File: src/rtl/xgmii_tx_encoder_pkg.sv
// Shared definitions for the XGMII transmit encoder.
//   - XGMII control code bytes and the derived full-word constants
//   - FSM state encoding used by xgmii_tx_encoder
package xgmii_tx_encoder_pkg;

  localparam logic [7:0] CodeIdle     = 8'h07;
  localparam logic [7:0] CodeStart    = 8'hFB;
  localparam logic [7:0] CodeTerm     = 8'hFD;
  localparam logic [7:0] CodeError    = 8'hFE;
  localparam logic [7:0] CodePreamble = 8'h55;
  localparam logic [7:0] CodeSfd      = 8'hD5;

  localparam logic [63:0] IdleWord  = {8{CodeIdle}};
  localparam logic [63:0] ErrorWord = {8{CodeError}};
  localparam logic [63:0] StartWord = {CodeStart, {7{CodePreamble}}};

  // Lane 0 is the MSB byte, so txc bit 7 flags lane 0.
  localparam logic [7:0] TxcAllCtrl = 8'hFF;
  localparam logic [7:0] TxcAllData = 8'h00;
  localparam logic [7:0] TxcStart   = 8'h80;

  typedef enum logic [2:0] {
    StIdle,
    StStart,
    StData,
    StTerm,
    StDrop,
    StIfg
  } state_e;

endpackage

File: src/rtl/xgmii_tx_encoder.sv
// AXI-stream to 64-bit XGMII transmit encoder.
//
// Accepts frames (destination MAC through FCS) on a 64-bit AXI-stream input and
// emits start + preamble + SFD, the frame bytes, a terminate code and an
// inter-frame gap of P_IFG_WORDS all-idle words. Because the start word carries
// seven preamble bytes, the SFD occupies lane 0 of the first data word and the
// whole frame is shifted by one byte; the trailing byte of each beat is carried
// into lane 0 of the next word. An underrun mid-frame emits an error word and
// the rest of the frame is drained silently.
//
// Ports:
//   i_clk          single clock for both sides
//   i_rst          synchronous active-low reset
//   s_axis_tdata   frame bytes, byte 0 in [63:56]
//   s_axis_tkeep   valid-byte mask, bit 7 qualifies byte 0
//   s_axis_tlast   last beat of frame
//   s_axis_tvalid  beat valid
//   s_axis_tready  beat accepted when high with tvalid (registered)
//   o_xgmii_txd    XGMII data, lane 0 in [63:56] (registered)
//   o_xgmii_txc    XGMII control flags, bit 7 = lane 0 (registered)
//   o_frame_cnt    frames completed without error, wrapping (registered)
module xgmii_tx_encoder
  import xgmii_tx_encoder_pkg::*;
#(
  parameter int unsigned P_IFG_WORDS = 2
) (
  input  logic        i_clk,
  input  logic        i_rst,
  input  logic [63:0] s_axis_tdata,
  input  logic [7:0]  s_axis_tkeep,
  input  logic        s_axis_tlast,
  input  logic        s_axis_tvalid,
  output logic        s_axis_tready,
  output logic [63:0] o_xgmii_txd,
  output logic [7:0]  o_xgmii_txc,
  output logic [15:0] o_frame_cnt
);

  localparam logic [3:0] IfgInit = 4'(P_IFG_WORDS);

  // Number of leading ones in keep, counted from bit 7; anything after the
  // first zero is ignored.
  function automatic logic [3:0] keep_count(input logic [7:0] keep);
    logic [3:0] cnt;
    logic       stop;
    cnt  = 4'd0;
    stop = 1'b0;
    for (int i = 7; i >= 0; i--) begin
      if (!stop && keep[i]) begin
        cnt = cnt + 4'd1;
      end else begin
        stop = 1'b1;
      end
    end
    return cnt;
  endfunction

  state_e      state_q, state_d;
  logic [63:0] txd_q, txd_d;
  logic [7:0]  txc_q, txc_d;
  logic        tready_q, tready_d;
  logic [7:0]  carry_q, carry_d;
  logic        sfd_q, sfd_d;          // next data word starts with the SFD
  logic        term_byte_q, term_byte_d;  // TERM word still owes byte 7 (k=8)
  logic [3:0]  ifg_cnt_q, ifg_cnt_d;
  logic [15:0] frame_cnt_q, frame_cnt_d;

  logic [3:0]  keep_len;
  logic [7:0]  lead_byte;

  assign keep_len  = keep_count(s_axis_tkeep);
  assign lead_byte = sfd_q ? CodeSfd : carry_q;

  // State register
  always_ff @(posedge i_clk) begin
    if (!i_rst) begin
      state_q     <= StIdle;
      txd_q       <= IdleWord;
      txc_q       <= TxcAllCtrl;
      tready_q    <= 1'b0;
      carry_q     <= 8'h00;
      sfd_q       <= 1'b0;
      term_byte_q <= 1'b0;
      ifg_cnt_q   <= 4'd0;
      frame_cnt_q <= 16'd0;
    end else begin
      state_q     <= state_d;
      txd_q       <= txd_d;
      txc_q       <= txc_d;
      tready_q    <= tready_d;
      carry_q     <= carry_d;
      sfd_q       <= sfd_d;
      term_byte_q <= term_byte_d;
      ifg_cnt_q   <= ifg_cnt_d;
      frame_cnt_q <= frame_cnt_d;
    end
  end

  // Next-state logic
  always_comb begin
    state_d     = state_q;
    carry_d     = carry_q;
    sfd_d       = sfd_q;
    term_byte_d = term_byte_q;
    ifg_cnt_d   = ifg_cnt_q;

    unique case (state_q)
      StIdle: begin
        if (s_axis_tvalid) begin
          state_d = StStart;
        end
      end
      StStart: begin
        state_d = StData;
        sfd_d   = 1'b1;
      end
      StData: begin
        if (!s_axis_tvalid) begin
          state_d = StDrop;
        end else begin
          carry_d = s_axis_tdata[7:0];
          sfd_d   = 1'b0;
          if (s_axis_tlast) begin
            if (keep_len <= 4'd6) begin
              state_d   = StIfg;
              ifg_cnt_d = IfgInit;
            end else begin
              state_d     = StTerm;
              term_byte_d = (keep_len == 4'd8);
            end
          end
        end
      end
      StTerm: begin
        state_d   = StIfg;
        ifg_cnt_d = IfgInit;
      end
      StDrop: begin
        if (s_axis_tvalid && s_axis_tlast) begin
          state_d   = StIfg;
          ifg_cnt_d = IfgInit;
        end
      end
      StIfg: begin
        // Leaving straight to START keeps the gap at exactly P_IFG_WORDS
        // when the next frame is already waiting.
        if (ifg_cnt_q <= 4'd1) begin
          state_d = s_axis_tvalid ? StStart : StIdle;
        end else begin
          ifg_cnt_d = ifg_cnt_q - 4'd1;
        end
      end
      default: begin
        state_d = StIdle;
      end
    endcase
  end

  // Output logic (values registered on the next edge)
  always_comb begin
    txd_d       = IdleWord;
    txc_d       = TxcAllCtrl;
    frame_cnt_d = frame_cnt_q;
    tready_d    = (state_d == StData) || (state_d == StDrop);

    unique case (state_q)
      StIdle: begin
        txd_d = IdleWord;
        txc_d = TxcAllCtrl;
      end
      StStart: begin
        txd_d = StartWord;
        txc_d = TxcStart;
      end
      StData: begin
        if (!s_axis_tvalid) begin
          txd_d = ErrorWord;
          txc_d = TxcAllCtrl;
        end else begin
          txd_d = {lead_byte, s_axis_tdata[63:8]};
          txc_d = TxcAllData;
          if (s_axis_tlast && keep_len <= 4'd6) begin
            // Terminate lands in lane k+1, idle fill after it.
            for (int i = 1; i < 8; i++) begin
              if (i == int'(keep_len) + 1) begin
                txd_d[63-8*i -: 8] = CodeTerm;
                txc_d[7-i]         = 1'b1;
              end else if (i > int'(keep_len) + 1) begin
                txd_d[63-8*i -: 8] = CodeIdle;
                txc_d[7-i]         = 1'b1;
              end
            end
            frame_cnt_d = frame_cnt_q + 16'd1;
          end
        end
      end
      StTerm: begin
        if (term_byte_q) begin
          txd_d = {carry_q, CodeTerm, {6{CodeIdle}}};
          txc_d = 8'h7F;
        end else begin
          txd_d = {CodeTerm, {7{CodeIdle}}};
          txc_d = TxcAllCtrl;
        end
        frame_cnt_d = frame_cnt_q + 16'd1;
      end
      StDrop, StIfg: begin
        txd_d = IdleWord;
        txc_d = TxcAllCtrl;
      end
      default: begin
        txd_d = IdleWord;
        txc_d = TxcAllCtrl;
      end
    endcase
  end

  assign s_axis_tready = tready_q;
  assign o_xgmii_txd   = txd_q;
  assign o_xgmii_txc   = txc_q;
  assign o_frame_cnt   = frame_cnt_q;

endmodule

File: config.mk
export PLATFORM = sky130hd
export DESIGN_NAME = xgmii_tx_encoder
export DESIGN_NICKNAME = d
export VERILOG_FILES = /design/src/rtl/xgmii_tx_encoder_pkg.sv /design/src/rtl/xgmii_tx_encoder.sv
export SDC_FILE = /design/constraint.sdc
export NUM_CORES = 1
export LEC_CHECK = 0
export BUFFER_PORTS_ARGS = -buffer_cell sky130_fd_sc_hd__buf_2
export CAP_MARGIN = 20
export CORE_ASPECT_RATIO = 1.2
export CORE_MARGIN = 2
export CORE_UTILIZATION = 49
export DETAILED_ROUTE_END_ITERATION = 12
export MAX_ROUTING_LAYER = met4
export PLACE_DENSITY = 0.88
export SLEW_MARGIN = 20
export SYNTH_ARGS = -nofsm -noshare
export SYNTH_HDL_FRONTEND = slang
export SYNTH_SLANG_ARGS = --single-unit
File: constraint.sdc
create_clock -name i_clk -period 8.61 [get_ports i_clk]
set_clock_uncertainty 0.05 [all_clocks]
set_input_delay 0.4305 -clock i_clk [delete_from_list [all_inputs] [get_ports i_clk]]
set_output_delay 0.4305 -clock i_clk [all_outputs]
set_load 0.05 [all_outputs]
### After elaboration in Yosys (flattened, before gate mapping)

Index checks and enable logic that the tools add are counted.

* register bits after elaboration: 106
* output and inout bits: 89

* add/subtract/negate cells: 10
* order comparisons: 9
* equality and inequality tests: 21
* multiplexer cells: 71
* bitwise logic cells: 1
* reduce and logical (&&, ||, !) cells: 25

Operator list (number)
* case mux 64 bit (3 select lines): 1
* two-way mux 8 bit: 17
* equality test 4 x 32 -> 1 bit, first input constant: 4
* two-way mux 64 bit: 2
* > comparator 4 x 32 -> 1 bit, first input constant: 3
* equality test 3 x 32 -> 1 bit, first input constant: 2
* > comparator 3 x 32 -> 1 bit, first input constant: 2
* two-way mux 56 bit: 1
* two-way mux 4 bit: 11
* equality test 2 x 32 -> 1 bit, first input constant: 1
* > comparator 2 x 32 -> 1 bit, first input constant: 1
* two-way mux 16 bit: 2
* case mux 16 bit (2 select lines): 1
* adder 4 x 1 -> 4 bit, second input constant: 6
* two-way mux 1 bit: 24
* case mux 8 bit (3 select lines): 1
* two-way mux 3 bit: 6
* case mux 3 bit (6 select lines): 1
* adder 16 x 1 -> 16 bit, second input constant: 1
* case mux 4 bit (4 select lines): 1
* != test 2 bit, second input constant: 6
* equality test 3 x 2 -> 1 bit, second input constant: 3
* equality test 3 bit, second input constant: 3
* logical AND 1 bit: 9
* other kinds (21): 28

### Longest topological paths before layout

* word-level depth: 27
* gate-level depth with buffers: 21
* mapped depth without buffers: 18

### Least setup slack after synthesis

No wires, ideal clock.

* path kind: input -> register
* start: input s_axis_tkeep[5]
* end: register frame_cnt_q[1], in the netlist o_frame_cnt[1]
* setup time: 0.128 ns
* data arrival time: 4.434 ns
* required time: 8.432 ns
* path slack: 3.998 ns
* stages: 20
* path through: nand2b_1 > and2_1 > ha_1 > o21a_1 > ha_1 > a2111oi_0 > nor2_1 > ha_1 > nand3_1 > o21ai_0 > ha_1 > clkbuf_1 > a2111o_1 > and2_1 > buf_6 > a32oi_4 > buf_6 > buf_6 > mux2i_1 > nor2_1

* longest elaborated chain between the ends: 21

RTL lines
* start, declared: line xgmii_tx_encoder.sv:30 `input logic [7:0] s_axis_tkeep,`
* logical AND 1 bit *: line xgmii_tx_encoder.sv:49 `if (!stop && keep[i]) begin`
* branches (longest 15 deep; another with adder 4 x 1 -> 4 bit)
* two-way mux 4 bit *: line xgmii_tx_encoder.sv:49
* <= comparator 4 x 3 -> 1 bit *: line xgmii_tx_encoder.sv:182 `if (s_axis_tlast && keep_len <= 4'd6) begin`
* logical AND 1 bit *: line xgmii_tx_encoder.sv:182
* != test 2 bit (no line) *
* AND reduction 3 bit (no line) *
* end signal, assigned: line xgmii_tx_encoder.sv:95 `frame_cnt_q <= frame_cnt_d;`
* end, declared: line xgmii_tx_encoder.sv:66 `logic [15:0] frame_cnt_q, frame_cnt_d;`

Every way passes the cells marked *.
A chain may end at the register's enable or synchronous reset.

### Worst setup path in the final report

* start: input s_axis_tkeep[5]
* end: register txd_q[46], in the netlist o_xgmii_txd[46]

* longest elaborated chain between the ends: 24

RTL lines
* logical AND 1 bit *: line xgmii_tx_encoder.sv:49
* branches (longest 15 deep; another with adder 4 x 1 -> 4 bit)
* two-way mux 4 bit *: line xgmii_tx_encoder.sv:49
* adder 4 x 1 -> 5 bit: line xgmii_tx_encoder.sv:185, xgmii_tx_encoder.sv:188
* > comparator 3 x 32 -> 1 bit: line xgmii_tx_encoder.sv:188 `end else if (i > int'(keep_len) + 1) begin`
* two-way mux 8 bit: line xgmii_tx_encoder.sv:188
* two-way mux 8 bit: line xgmii_tx_encoder.sv:185 `if (i == int'(keep_len) + 1) begin`
* two-way mux 56 bit *: line xgmii_tx_encoder.sv:182
* two-way mux 64 bit *: line xgmii_tx_encoder.sv:176 `if (!s_axis_tvalid) begin`
* case mux 64 bit (3 select lines) *: line xgmii_tx_encoder.sv:166 `unique case (state_q)`
* end signal, assigned: line xgmii_tx_encoder.sv:78 `txd_q <= IdleWord;`
* end signal, assigned: line xgmii_tx_encoder.sv:88 `txd_q <= txd_d;`
* end, declared: line xgmii_tx_encoder.sv:59 `logic [63:0] txd_q, txd_d;`

Marks and branches as above.

==> summary.txt <==
Floorplan
  – # rows: 39
  – Core area: 9560 um^2
  – I/O pin total: 165
  – Overall die area: 10600 um^2
  – Starting Density: 0.504
  – Die height: 113 um
  – Die W: 94.5 um

Timing
  – Fin. Hold Viols: 0
  – RSZ-0062 raised after global routing: no
  – Setup violators final: 0
  – Fin crit period: 5.16 ns
  – Slew margin rel.: 0.305
  – Period utilisation layout: 0.599
  – Setup total negative slack: 0 ns
  – Worst slew pin tran: 1.04 ns
  – Slew Viols, Final: 0
  – Fmax: 0.194 GHz

Clocking
  – Root Driver: clkbuf_16
  – Skew-Pair Late Insertion Delay: 0.35 ns
  – CTS tree: done
  – Reg clk slew, reported paths: 0.08 ns
  – Post-CTS setup repair buffer count: 0
  – Clock buffer depth: 2
  – Num CTS Buffers: 9
  – Post-CTS sizing: 0
  – CTS Hold Bufs: 0
  – H-Tree Level Count: 3
  – Clk sinks: 106

Final layout
  – Fillers: 830
  – Share of cells above drive strength 1: 0.277
  – Register Area: 2120 um^2
  – Layout area overhead: 23.9%
  – Finished Core Util: 0.624
  – Area of the multi-input gates: 2470 um^2
  – # nets final: 786

Synthesis
  – Register bit total from synthesis: 106
  – Cells after synthesis: 551
  – Avg Inst Size Synth: 8.74 um^2
  – Seq/Total Area, Yosys: 0.441
  – Synth cell types: 63
  – YS warnings: 0
  – Top-count cell post-synth: dfxtp_1
  – Asr flop ratio synth: 0
  – Cell accounting for the most synthesized area: dfxtp_1
  – Main flop type after synthesis: dfxtp_1
  – Syn_nets: 639
  – EDFF count, synth: 0
  – Post-synth top cells: dfxtp_1, nand2_1, a21oi_1
  – Netlist Area Pre-Place: 4820 um^2
  – Yosys top cell area share: 0.441
  – Area contributors post-synth: dfxtp_1, a21oi_1, nand2_1

Global route
  – Vias in the first global route: 4760
  – Grt ovf: 0
  – First-pass GRT wire length: 22500 um
  – Total Routing Usage GR: 0.274
  – Pin count of the biggest net entering global routing: 35
  – Initial antenna violation count: 1

Place
  – Post-DP HPWL: 10800 um
  – GP Congestion: 0.893
  – PortBufs: 164

Critical path
  – Setup crit start kind: input pin
  – Worst endpoint data arrival time: 5.31 ns
  – CP required: 8.76 ns
  – Crit end category: flip-flop
  – Max FO, Critical Path: 17
  – Worst Setup Path Type: input pin to flip-flop

Pwr
  – VDD IR max: 196 uV
  – PD cells: 238 nW/um^2
  – Leak Pwr: 2.56 nW

Outcome
  – Status: finished, final reports clean

Detailed routing
  – Post-DRT Antenna Nets: 0
  – Final WL: 14300 um
  – Vias per cell: 5.96
  – Drt wl/cell: 17.3 um
  – Via Count: 4930
  – DRT iter0 DRCs: 376
  – # DRC: 0
  – Router iterations before antenna repair: 6

Job
  – Max_cap viols: 0

Worst hold path
  – Min-Delay Path Class: input pin to flip-flop
-- state kept, by name (all words and copies together), names as in the netlist --
| name | count |
|---|---|
| sfd_q | 1 |
| term_byte_q | 1 |
| carry_q | 8 |
| ifg_cnt_q | 4 |
| o_xgmii_txd | 64 |
| o_xgmii_txc | 8 |
| s_axis_tready | 1 |
| state_q | 3 |
| o_frame_cnt | 16 |
-- stage by stage --
stage / instances / area (um^2) / power (W) / worst slack [ns] / hold WS [ns]
global placement: 810 / 5650 / 0.000993 / 3.47 / 0.391
floorplan: 551 / 4820 / 0.000894 / 4.00 / 0.381
finish: 827 / 5970 / 0.00142 / 3.45 / 0.223
detailed placement: 810 / 5650 / 0.00100 / 3.19 / 0.391
global route: 827 / 5970 / 0.00147 / 3.06 / 0.224
CTS: 826 / 5960 / 0.00142 / 3.55 / 0.214
-- per-layer routing --
metal  track usage  part of all wire  wire, um
met1         0.310              0.37      5280
met3        0.0597             0.080      1150
met5             -                 0         0
met4         0.114             0.034       480
met2         0.465              0.52      7380
-- critical path, stage by stage --
cell	delay (ns)
buf_2	0.12
nand2b_1	0.16
and2_1	0.16
ha_1	0.32
o21a_1	0.20
ha_1	0.36
a2111oi_0	0.42
nor2_1	0.08
ha_1	0.31
nand3_1	0.14
o21ai_0	0.27
ha_1	0.46
nor2b_1	0.09
nand4b_1	0.13
and2_1	0.38
nand4_1	0.68
o211ai_1	0.44
o211ai_1	0.14
-- cells in the final DEF (no fill, tap or decap), drive strengths merged, types with 3 or more instances in the layout --
master / n
nor4: 3
mux2i: 3
xnor2: 4
nand4: 7
o31a: 3
o2111ai: 3
clkbuf: 9
xor2: 4
nor2: 44
a21o: 10
a21oi: 60
or4: 10
or3: 10
and4: 3
a31oi: 3
nand4b: 5
a41oi: 4
ha: 12
nand3: 17
or2: 3
o211ai: 9
nand2b: 4
and2: 7
o31ai: 16
nand2: 62
a311oi: 5
and3: 4
o21a: 3
o21ai: 42
dfxtp: 106
clkinv: 4
a311o: 8
inv: 24
buf: 165
nor3: 5
-- cells by family (layout without fill, tap and decap cells) --
logic type / count (synthesis) / after routing / synth area share
buffers and inverters: 50 / 202 / 0.0468
other: 0 / 1 / 0
DFF: 106 / 106 / 0.441
muxes: 3 / 3 / 0.00623
AOI/OAI and AO/OA: 181 / 181 / 0.258
and+or+nand+nor: 191 / 191 / 0.201
xor gates and xnor gates: 8 / 8 / 0.0161
adders and majority gates: 12 / 12 / 0.0312
-- layout make-up --
| type | instances | share of cell area |
|---|---|---|
| multi-input combinational | 395 | 0.414 |
| sequential | 106 | 0.356 |
| timing repair buffer | 165 | 0.139 |
| clock buffer | 9 | 0.0377 |
| tap | 123 | 0.0258 |
| clock inverter | 7 | 0.0145 |
| inverter | 21 | 0.0132 |
| antenna | 1 | 0.000419 |
-- path summary, 6_finish.rpt --
kind                           start  cells past startpoint  slack, ns                         end
max                  s_axis_tkeep[5]                     18       3.45  o_xgmii_txd[46]$_SDFF_PN0_
min                 s_axis_tdata[42]                      2       0.22  o_xgmii_txd[34]$_SDFF_PN1_
max reg2reg    state_q[1]$_SDFF_PN0_                      6       5.27  o_xgmii_txd[17]$_SDFF_PN1_
min reg2reg  carry_q[6]$_SDFFE_PN0P_                      2       0.41     carry_q[6]$_SDFFE_PN0P_
-- report_power, final --
| group | switching [W] | internal [W] |
|---|---|---|
| Combinational | 0.000319 | 0.000103 |
| Clock | 0.000211 | 0.000211 |
| Sequential | 0.0000290 | 0.000548 |
| Total | 0.000558 | 0.000862 |
No activity file was read; power rests on OpenSTA's default activity.
